`src/rtl/vga_stream_pkg.sv`:
```
// Shared types and layout helpers for the streamed video timing blocks.
package vga_stream_pkg;

  typedef enum logic [1:0] {
    DRAIN  = 2'd0,
    ARMED  = 2'd1,
    STREAM = 2'd2
  } stream_state_t;

  localparam int PIX_W_DEFAULT = 24;

  function automatic int htotal(input int fp, input int pulse, input int bp, input int disp);
    return fp + pulse + bp + disp;
  endfunction

  function automatic int vtotal(input int fp, input int pulse, input int bp, input int disp);
    return fp + pulse + bp + disp;
  endfunction

  // Counter width that stays legal for degenerate one-entry ranges.
  function automatic int cnt_w(input int n);
    return (n > 1) ? $clog2(n) : 1;
  endfunction

endpackage

```
`src/rtl/vga_timing_counter.sv`:
```
// Pixel/row counters with registered sync, display-enable and coordinate decode.
// The unregistered decode of the current position is exported for same-cycle stream control.
module vga_timing_counter
  import vga_stream_pkg::*;
#(
  parameter int HDISP  = 800,
  parameter int VDISP  = 480,
  parameter int HFP    = 40,
  parameter int HPULSE = 48,
  parameter int HBP    = 40,
  parameter int VFP    = 13,
  parameter int VPULSE = 3,
  parameter int VBP    = 29,
  parameter bit HS_POL = 1'b0,
  parameter bit VS_POL = 1'b0,
  parameter int XW     = $clog2(HDISP),
  parameter int YW     = $clog2(VDISP)
) (
  input  logic          clk,
  input  logic          rst_n,
  output logic          act_c,
  output logic          first_c,
  output logic          wrap_c,
  output logic          hs,
  output logic          vs,
  output logic          blank,
  output logic [XW-1:0] x,
  output logic [YW-1:0] y
);

  localparam int HT     = htotal(HFP, HPULSE, HBP, HDISP);
  localparam int VT     = vtotal(VFP, VPULSE, VBP, VDISP);
  localparam int HSTART = HFP + HPULSE + HBP;
  localparam int VSTART = VFP + VPULSE + VBP;
  localparam int PW     = cnt_w(HT);
  localparam int RW     = cnt_w(VT);

  logic [PW-1:0] pix_q, pix_d;
  logic [RW-1:0] row_q, row_d;
  logic          h_end, v_end, hsync_c, vsync_c;
  logic          hs_q, hs_d, vs_q, vs_d, blank_q, blank_d;
  logic [XW-1:0] x_q, x_d;
  logic [YW-1:0] y_q, y_d;

  // Line and frame order: front porch, sync, back porch, active.
  assign h_end   = (pix_q == PW'(HT - 1));
  assign v_end   = (row_q == RW'(VT - 1));
  assign wrap_c  = h_end && v_end;
  assign act_c   = (pix_q >= PW'(HSTART)) && (row_q >= RW'(VSTART));
  assign first_c = (pix_q == PW'(HSTART)) && (row_q == RW'(VSTART));
  assign hsync_c = (pix_q >= PW'(HFP)) && (pix_q < PW'(HFP + HPULSE));
  assign vsync_c = (row_q >= RW'(VFP)) && (row_q < RW'(VFP + VPULSE));

  always_comb begin
    pix_d = h_end ? '0 : pix_q + PW'(1);
    row_d = row_q;
    if (h_end) row_d = v_end ? '0 : row_q + RW'(1);
    hs_d    = hsync_c ? HS_POL : ~HS_POL;
    vs_d    = vsync_c ? VS_POL : ~VS_POL;
    blank_d = act_c;
    x_d     = act_c ? XW'(pix_q - PW'(HSTART)) : '0;
    y_d     = act_c ? YW'(row_q - RW'(VSTART)) : '0;
  end

  always_ff @(posedge clk or negedge rst_n) begin
    if (!rst_n) begin
      pix_q   <= '0;
      row_q   <= '0;
      hs_q    <= ~HS_POL;
      vs_q    <= ~VS_POL;
      blank_q <= 1'b0;
      x_q     <= '0;
      y_q     <= '0;
    end else begin
      pix_q   <= pix_d;
      row_q   <= row_d;
      hs_q    <= hs_d;
      vs_q    <= vs_d;
      blank_q <= blank_d;
      x_q     <= x_d;
      y_q     <= y_d;
    end
  end

  assign hs    = hs_q;
  assign vs    = vs_q;
  assign blank = blank_q;
  assign x     = x_q;
  assign y     = y_q;

endmodule

```
`src/rtl/vga_stream_timing.sv`:
```
// Video timing generator that pulls pixels from a valid/ready stream during the active area,
// dropping to fill colour and resynchronising on the stream's SOF tag after any error.
module vga_stream_timing
  import vga_stream_pkg::*;
#(
  parameter int               HDISP    = 800,
  parameter int               VDISP    = 480,
  parameter int               HFP      = 40,
  parameter int               HPULSE   = 48,
  parameter int               HBP      = 40,
  parameter int               VFP      = 13,
  parameter int               VPULSE   = 3,
  parameter int               VBP      = 29,
  parameter bit               HS_POL   = 1'b0,
  parameter bit               VS_POL   = 1'b0,
  parameter int               PIX_W    = PIX_W_DEFAULT,
  parameter logic [PIX_W-1:0] FILL_RGB = '0,
  parameter int               FCNT_W   = 16
) (
  input  logic                     pixel_clk,
  input  logic                     pixel_rst_n,
  input  logic                     s_valid,
  output logic                     s_ready,
  input  logic [PIX_W-1:0]         s_data,
  input  logic                     s_sof,
  output logic                     hs,
  output logic                     vs,
  output logic                     blank,
  output logic [PIX_W-1:0]         rgb,
  output logic [$clog2(HDISP)-1:0] x,
  output logic [$clog2(VDISP)-1:0] y,
  input  logic                     clr_err,
  output logic                     underflow,
  output logic                     sof_err,
  output logic [FCNT_W-1:0]        frame_cnt
);

  logic act_c, first_c, wrap_c;

  vga_timing_counter #(
    .HDISP (HDISP),  .VDISP (VDISP),
    .HFP   (HFP),    .HPULSE(HPULSE), .HBP(HBP),
    .VFP   (VFP),    .VPULSE(VPULSE), .VBP(VBP),
    .HS_POL(HS_POL), .VS_POL(VS_POL),
    .XW    ($clog2(HDISP)),
    .YW    ($clog2(VDISP))
  ) u_cnt (
    .clk    (pixel_clk),
    .rst_n  (pixel_rst_n),
    .act_c  (act_c),
    .first_c(first_c),
    .wrap_c (wrap_c),
    .hs     (hs),
    .vs     (vs),
    .blank  (blank),
    .x      (x),
    .y      (y)
  );

  stream_state_t       state_q, state_d;
  logic                uf_c, sofe_c, take_c;
  logic                uf_q, uf_d, sofe_q, sofe_d;
  logic [PIX_W-1:0]    rgb_q, rgb_d;
  logic [FCNT_W-1:0]   fcnt_q, fcnt_d;

  // Error detection only applies while this frame is owned and a pixel is due.
  assign uf_c   = (state_q == STREAM) && act_c && !s_valid;
  assign sofe_c = (state_q == STREAM) && act_c && s_valid && (s_sof != first_c);
  assign take_c = (state_q == STREAM) && s_valid && s_ready;

  always_ff @(posedge pixel_clk or negedge pixel_rst_n) begin
    if (!pixel_rst_n) state_q <= DRAIN;
    else              state_q <= state_d;
  end

  always_comb begin
    state_d = state_q;
    unique case (state_q)
      DRAIN:   if (s_valid && s_sof) state_d = ARMED;
      ARMED:   if (wrap_c) state_d = STREAM;
      STREAM:  if (uf_c || sofe_c) state_d = DRAIN;
      default: state_d = DRAIN;
    endcase
  end

  // A beat whose SOF tag disagrees with the position is refused so it is never lost;
  // ready is gated by reset so nothing is consumed while the block is held.
  always_comb begin
    s_ready = 1'b0;
    unique case (state_q)
      DRAIN:   s_ready = !(s_valid && s_sof);
      ARMED:   s_ready = 1'b0;
      STREAM:  s_ready = act_c && (s_sof == first_c);
      default: s_ready = 1'b0;
    endcase
    s_ready = s_ready && pixel_rst_n;
  end

  always_comb begin
    rgb_d  = take_c ? s_data : FILL_RGB;
    uf_d   = uf_c   ? 1'b1 : (clr_err ? 1'b0 : uf_q);
    sofe_d = sofe_c ? 1'b1 : (clr_err ? 1'b0 : sofe_q);
    fcnt_d = wrap_c ? fcnt_q + FCNT_W'(1) : fcnt_q;
  end

  always_ff @(posedge pixel_clk or negedge pixel_rst_n) begin
    if (!pixel_rst_n) begin
      rgb_q  <= '0;
      uf_q   <= 1'b0;
      sofe_q <= 1'b0;
      fcnt_q <= '0;
    end else begin
      rgb_q  <= rgb_d;
      uf_q   <= uf_d;
      sofe_q <= sofe_d;
      fcnt_q <= fcnt_d;
    end
  end

  assign rgb       = rgb_q;
  assign underflow = uf_q;
  assign sof_err   = sofe_q;
  assign frame_cnt = fcnt_q;

endmodule

```
`config.mk`:
```
export PLATFORM = sky130hd
export DESIGN_NAME = vga_stream_timing
export DESIGN_NICKNAME = d
export VERILOG_FILES = /design/src/rtl/vga_stream_pkg.sv /design/src/rtl/vga_timing_counter.sv /design/src/rtl/vga_stream_timing.sv
export SDC_FILE = /design/constraint.sdc
export NUM_CORES = 1
export LEC_CHECK = 0
export ABC_AREA = 1
export ABC_CLOCK_PERIOD_IN_PS = 2600
export CAP_MARGIN = 40
export CORE_MARGIN = 2
export CORE_UTILIZATION = 35
export CTS_BUF_LIST = sky130_fd_sc_hd__clkbuf_16
export DETAILED_ROUTE_END_ITERATION = 8
export GPL_TIMING_DRIVEN = 0
export PLACE_DENSITY = 0.57
export SYNTH_ARGS = -nofsm -noshare
export SYNTH_HDL_FRONTEND = slang
export SYNTH_HIERARCHICAL = 1
export SYNTH_SLANG_ARGS = --single-unit
export TNS_END_PERCENT = 30
```
`constraint.sdc`:
```
create_clock -name pixel_clk -period 2.6 [get_ports pixel_clk]
set_input_delay 0.39 -clock pixel_clk [delete_from_list [all_inputs] [get_ports pixel_clk]]
set_output_delay 0.39 -clock pixel_clk [all_outputs]
set_load 0.05 [all_outputs]
```
Yosys cells after proc, flatten, opt, wreduce, memory -nomap -nowiden

Cells that the tools add are included.

Add/sub/neg operators: 5
Magnitude comparators: 6
Equality and inequality tests: 11
Multiplexer cells: 15
Reduce and logical (&&, ||, !) cells: 21

Operators with widths:

| kind                                                 | number |
|---|---|
| two-way mux 10 bit                                   | 3 |
| two-way mux 24 bit                                   | 1 |
| adder 10 x 1 -> 10 bit, second input constant        | 2 |
| equality test 10 bit, second input constant          | 2 |
| >= comparator 10 x 6 -> 1 bit, second input constant | 2 |
| adder 16 x 1 -> 16 bit, second input constant        | 1 |
| logical AND 1 bit                                    | 14 |
| equality test 10 x 6 -> 1 bit, second input constant | 1 |
| equality test 10 x 8 -> 1 bit, second input constant | 1 |
| >= comparator 10 x 4 -> 1 bit, second input constant | 1 |
| >= comparator 10 x 8 -> 1 bit, second input constant | 1 |
| < comparator 10 x 5 -> 1 bit, second input constant  | 1 |
| < comparator 10 x 7 -> 1 bit, second input constant  | 1 |
| subtractor 10 x 8 -> 10 bit, second input constant   | 1 |
| two-way mux 9 bit                                    | 1 |
| subtractor 9 x 6 -> 9 bit, second input constant     | 1 |
| two-way mux 2 bit                                    | 3 |
| one-hot mux 2 bit (3 select lines)                   | 1 |
| two-way mux 1 bit                                    | 5 |
| != test 2 bit, second input constant                 | 2 |
| nonzero test 2 bit                                   | 2 |
| AND reduction 3 bit                                  | 1 |
| equality test 2 x 1 -> 1 bit, second input constant  | 1 |
| equality test 2 bit, second input constant           | 1 |
| 7 further kinds                                      | 8 |

Bits in registers: 86
Output and inout bits: 65

Logic depth before layout (Yosys ltp)

Gate-level depths: netlist (run 1).

Word-level depth: 8
Gate-level depth with buffers: 13
Mapped depth without buffers: 13

Hierarchy

The synthesis (run 1) kept the hierarchy.

By module, submodules not included:

| module             | times used | cells an instance | area each (µm²) | sequential area each (µm²) |
|---|---|---|---|---|
| vga_timing_counter | 1          | 252               | 2,175.8         | 1,053.5 |
| vga_stream_timing  | 1          | 194               | 1,870.5         | 1,101.1 |

Worst setup path before layout (run 1)

No wires, ideal clock.

Kind: register -> output
Start point: register u_cnt.row_q[0]
End point: output s_ready
Arrival: 1.947 ns
Slack: 0.263 ns
Cell stages (with the launch flop): 12
Path buffers: 1
Cell sequence: dfrtp_1 inv_1 ha_1 nor2_4 o21ai_2 nand3_2 nand2_2 buf_6 inv_1 nand3_1 o21ai_2 and2_2

Elaborated cells on any way between the ends: 8
Those cells by class: order compare: 1; eq/ne: 2; mux: 1; reduce/logical: 4

RTL lines:

| what                               | line                     | source |
|---|---|---|
| start: declaration                 | vga_timing_counter.sv:39 | `logic [RW-1:0] row_q, row_d;` |
| start signal: assignment           | vga_timing_counter.sv:76 | `row_q <= row_d;` |
| >= comparator 10 x 6 -> 1 bit      | vga_timing_counter.sv:49 | `assign act_c = (pix_q >= PW'(HSTART)) && (row_q >= RW'(VSTART));` |
| logical AND 1 bit                  | vga_timing_counter.sv:49 |  |
| net act_c                          | vga_stream_timing.sv:38  | `logic act_c, first_c, wrap_c;` |
| logical AND 1 bit                  | vga_stream_timing.sv:93  | `STREAM: s_ready = act_c && (s_sof == first_c);` |
| one-hot mux 1 bit (2 select lines) | vga_stream_timing.sv:90  | `unique case (state_q)` |
| logical AND 1 bit                  | vga_stream_timing.sv:96  | `s_ready = s_ready && pixel_rst_n;` |
| end: declaration                   | vga_stream_timing.sv:23  | `output logic s_ready,` |

The timed path passes the listed nets, and every way through them passes these cells.

Worst setup path in the final report (run 1)

Start point: register u_cnt.pix_q[8]
End point: output s_ready

Elaborated cells on any way between the ends: 8
Those cells by class: order compare: 1; eq/ne: 2; mux: 1; reduce/logical: 4

RTL lines:

| what                               | line                     | source |
|---|---|---|
| start: declaration                 | vga_timing_counter.sv:38 | `logic [PW-1:0] pix_q, pix_d;` |
| start signal: assignment           | vga_timing_counter.sv:75 | `pix_q <= pix_d;` |
| >= comparator 10 x 8 -> 1 bit      | vga_timing_counter.sv:49 |  |
| logical AND 1 bit                  | vga_timing_counter.sv:49 |  |
| net act_c                          | vga_stream_timing.sv:38  |  |
| logical AND 1 bit                  | vga_stream_timing.sv:93  |  |
| one-hot mux 1 bit (2 select lines) | vga_stream_timing.sv:90  |  |
| logical AND 1 bit                  | vga_stream_timing.sv:96  |  |

The timed path passes the listed nets, and every way through them passes these cells.

==> key figures, run 1 <==
Routing
  – Detailed Route Iter0 Violations: 180
  – Post-DR wirelength/cell: approximately 13 µm
  – DR vias/cell: 4.56
  – Post-route antenna net violation count: 0
  – Routed vias: 3,254
  – Final WL: 9.05 mm
  – Residual DRC: 0
  – DR pass1 iterations: 4

Final layout
  – Layout cell share with drive strength beyond 1: 0.194
  – Area growth syn-to-layout: 41.4%
  – Antenna diodes: 0
  – NumNets Final: 605
  – Post-Layout Cell Count: 714
  – FF+latch area: 2160 µm²
  – Util after Layout: 0.503
  – Multi-input gate area: 1670 µm²
  – # fillers: 1,074

Place
  – Worst slack, placed: -0.695 ns
  – Post-DP HPWL: 6.37 mm
  – GP Congestion: 0.776
  – Placed insts: 683
  – Count of input and output buffers: 93

Floorplanning
  – DIE WIDTH: 112 µm
  – Num rows: 39
  – Die H: approximately 110 µm
  – Core area: around 11,000 µm²
  – Initial core utilization: 0.356
  – # IOs: 94
  – Die area: 12,400 µm²

Synth
  – Syn Inst Count: 446
  – Seq/Total Area, Yosys: 0.532
  – Post-synth cell types: 30
  – Dominant cells by area after synthesis: dfrtp_1 (52%), nand2_1 (7.6%), inv_1 (7.1%)
  – Post-synth top area share: 0.519
  – Yosys reg bits: 86
  – Syn nets: 485
  – Ys async rst share: 1.00
  – Synth warnings: 6
  – Most used DFF post-synth: dfrtp_1
  – Area leader, netlist: dfrtp_1
  – EDFF count, synth: 0
  – Post-Synthesis Cell Area: 4050 µm²
  – Mapped Avg Cell Area: ~9.1 µm²

Pwr
  – Pwr dens: 512 nW/µm²
  – Static Leak: 2.81 nW
  – Peak supply drop: 0.277 mV

STA
  – Final worst slack: 0.0868 ns
  – Clk_skew: 0.00634 ns
  – Final hold vios: 0
  – Tcrit/Tclk final: 0.967
  – Slew headroom: 0.585
  – Final setup violation count: 0
  – Fin. max-slew vios: 0
  – Final setup TNS: 0 ns
  – Final hold slack: 0.0767 ns
  – Worst Max-Slew Pin Slew: 0.622 ns
  – RSZ-0062 raised after global routing: true
  – Clock period minus worst slack: 2.51 ns
  – Fmax: around 400 MHz

Clock tree
  – TritonCTS Buffers: 9
  – TritonCTS clock tree: yes
  – Worst skew pair latency: 0.34 ns
  – Clk slew on worst S/H paths: 0.06 ns
  – CTS sink count: 86
  – CTS Buffer Depth: 2
  – Hold-fix buffers, CTS: 0
  – Htree depth: 3
  – Root Driver: clkbuf_16

Worst setup path
  – CP Capture Type: output pin
  – Setup slack, reg-to-reg: 0.40 ns
  – Worst Setup Start Kind: flip-flop
  – CP required: approximately 2.2 ns
  – Critical Path AT: 2.12 ns
  – Setup Crit Path Kind: reg -> out
  – Largest fanout on the critical path: 4

Global route
  – Vias in the first global route: ~3,200
  – Initial antenna violation count: 0
  – Total GRT Usage: 0.152
  – Global-route wire length before repair: 15.3 mm
  – Total grt overflow: 0
  – Largest net degree at the start of global routing: slightly below 50

Run status
  – Status: complete, no violations

Job
  – Total of max-cap violations: 0

Hold path
  – Tightest Hold Check Type: in -> async
[cell usage after synthesis, drive strengths merged (6+ instances only)]
cell,count
a21oi,6
buf,9
dfrtp,84
ha,10
inv,76
nand2,85
nand3,32
nand4,10
nor2,84
nor3,6
o21ai,13
xnor2,8
xor2,14
[metrics by stage]
stage / total power, mW / area [µm²]
floorplan: 1.55 / 4050
global route: 3.06 / 5720
global placement: 1.67 / 5160
finish: 2.93 / 5720
detailed placement: 1.68 / 5170
CTS: 2.95 / 5640
[logic make-up after synthesis]
group,Yosys count,synth area share
adder cells (fa/ha/maj),10,0.0309
buffers and inverters,85,0.0890
AND/OR/NAND/NOR,218,0.264
flip-flops,86,0.532
XOR/XNOR,22,0.0476
AO/OA/AOI/OAI,25,0.0362
[repair_timing]
action | 4_1_cts | 5_1_grt
buffers inserted | 10 | 5
hold endpoints to repair | 0 | 0
pin swaps | 8 | 4
gates resized for setup | 34 | 11
setup endpoints to repair | 1 | 14
[power breakdown]
group          leakage [nW]  internal, mW  switching [mW]
sequential             1.17          1.36          0.0186
combinational          1.49         0.123           0.182
clock                 0.145         0.730           0.511
[worst max-delay path, stage by stage (launching register included)]
cell and delay (ns):
dfrtp_1 0.39, inv_2 0.09, ha_2 0.20, nand3_4 0.09
o21bai_1 0.18, nand2_2 0.09, buf_6 0.13, inv_4 0.07
nand3_4 0.09, o21ai_4 0.16, and2_4 0.16, buf_8 0.14
[placed cells by master, fill, tap and decap left out, types with 2 or more instances in the layout]
cell / Yosys / final
clkdlybuf4s50_1: 0 / 91
nor3_1: 4 / 3
xnor2_1: 8 / 8
clkinv_2: 0 / 2
nand2_1: 82 / 82
o21bai_1: 2 / 2
buf_2: 3 / 2
dfstp_2: 2 / 2
o21ai_0: 10 / 10
nand4_1: 10 / 10
dfrtp_1: 84 / 82
ha_4: 0 / 2
nor3_4: 0 / 2
nand2_2: 2 / 2
buf_4: 2 / 18
nand3_2: 1 / 2
o211ai_1: 2 / 2
nor2_2: 29 / 32
nor2_1: 47 / 42
buf_6: 4 / 5
dfrtp_2: 0 / 2
a21oi_1: 6 / 6
ha_1: 10 / 7
xor2_1: 14 / 13
o21ai_4: 0 / 2
inv_2: 0 / 5
nand3_4: 1 / 4
inv_1: 76 / 72
nand3_1: 30 / 26
clkbuf_16: 0 / 9
nor2_4: 8 / 10
[area by class of cell]
type	count	share of cell area
clock buffer	9	0.0394
tap	143	0.0313
timing repair buffer	109	0.186
inverter	76	0.0503
multi-input combinational	275	0.291
buffer	9	0.0142
sequential	86	0.377
clock inverter	7	0.0103
[metal layers]
layer / up-vias / global-route usage / part of all wire
met5: - / 0 / 0
met4: 0 / 0.0741 / 0.025
met3: 17 / 0.0392 / 0.049
met2: 82 / 0.247 / 0.50
met1: 1545 / 0.190 / 0.43
li1: 1610 / - / -
[registers in the layout, indices dropped and copies added, names as in the netlist]
| name | cells |
|---|---|
| rgb | 24 |
| frame_cnt | 16 |
| u_cnt/pix_q | 10 |
| u_cnt/row_q | 10 |
| u_cnt/x | 10 |
| u_cnt/y | 9 |
| state_q | 2 |
| sof_err | 1 |
| u_cnt/blank | 1 |
| u_cnt/hs | 1 |
| u_cnt/vs | 1 |
| underflow | 1 |
[worst paths after layout]
path,start,to,cells past startpoint
max,u_cnt/pix_q[8],s_ready,11
min,pixel_rst_n,frame_cnt[10],1
max reg2reg,u_cnt/pix_q[0],frame_cnt[13],10
min reg2reg,frame_cnt[8],frame_cnt[8],1
max in group asynchronous,pixel_rst_n,u_cnt/hs,2
min in group pixel_clk,frame_cnt[8],frame_cnt[8],1
No activity file was read; power rests on OpenSTA's default activity.
==> inputs of run 2 (changes only) <==
- GPL_ROUTABILITY_DRIVEN: default -> 0
==> results of run 2 <==
The final DEF is identical to that of run 1; final timing and power are the same.
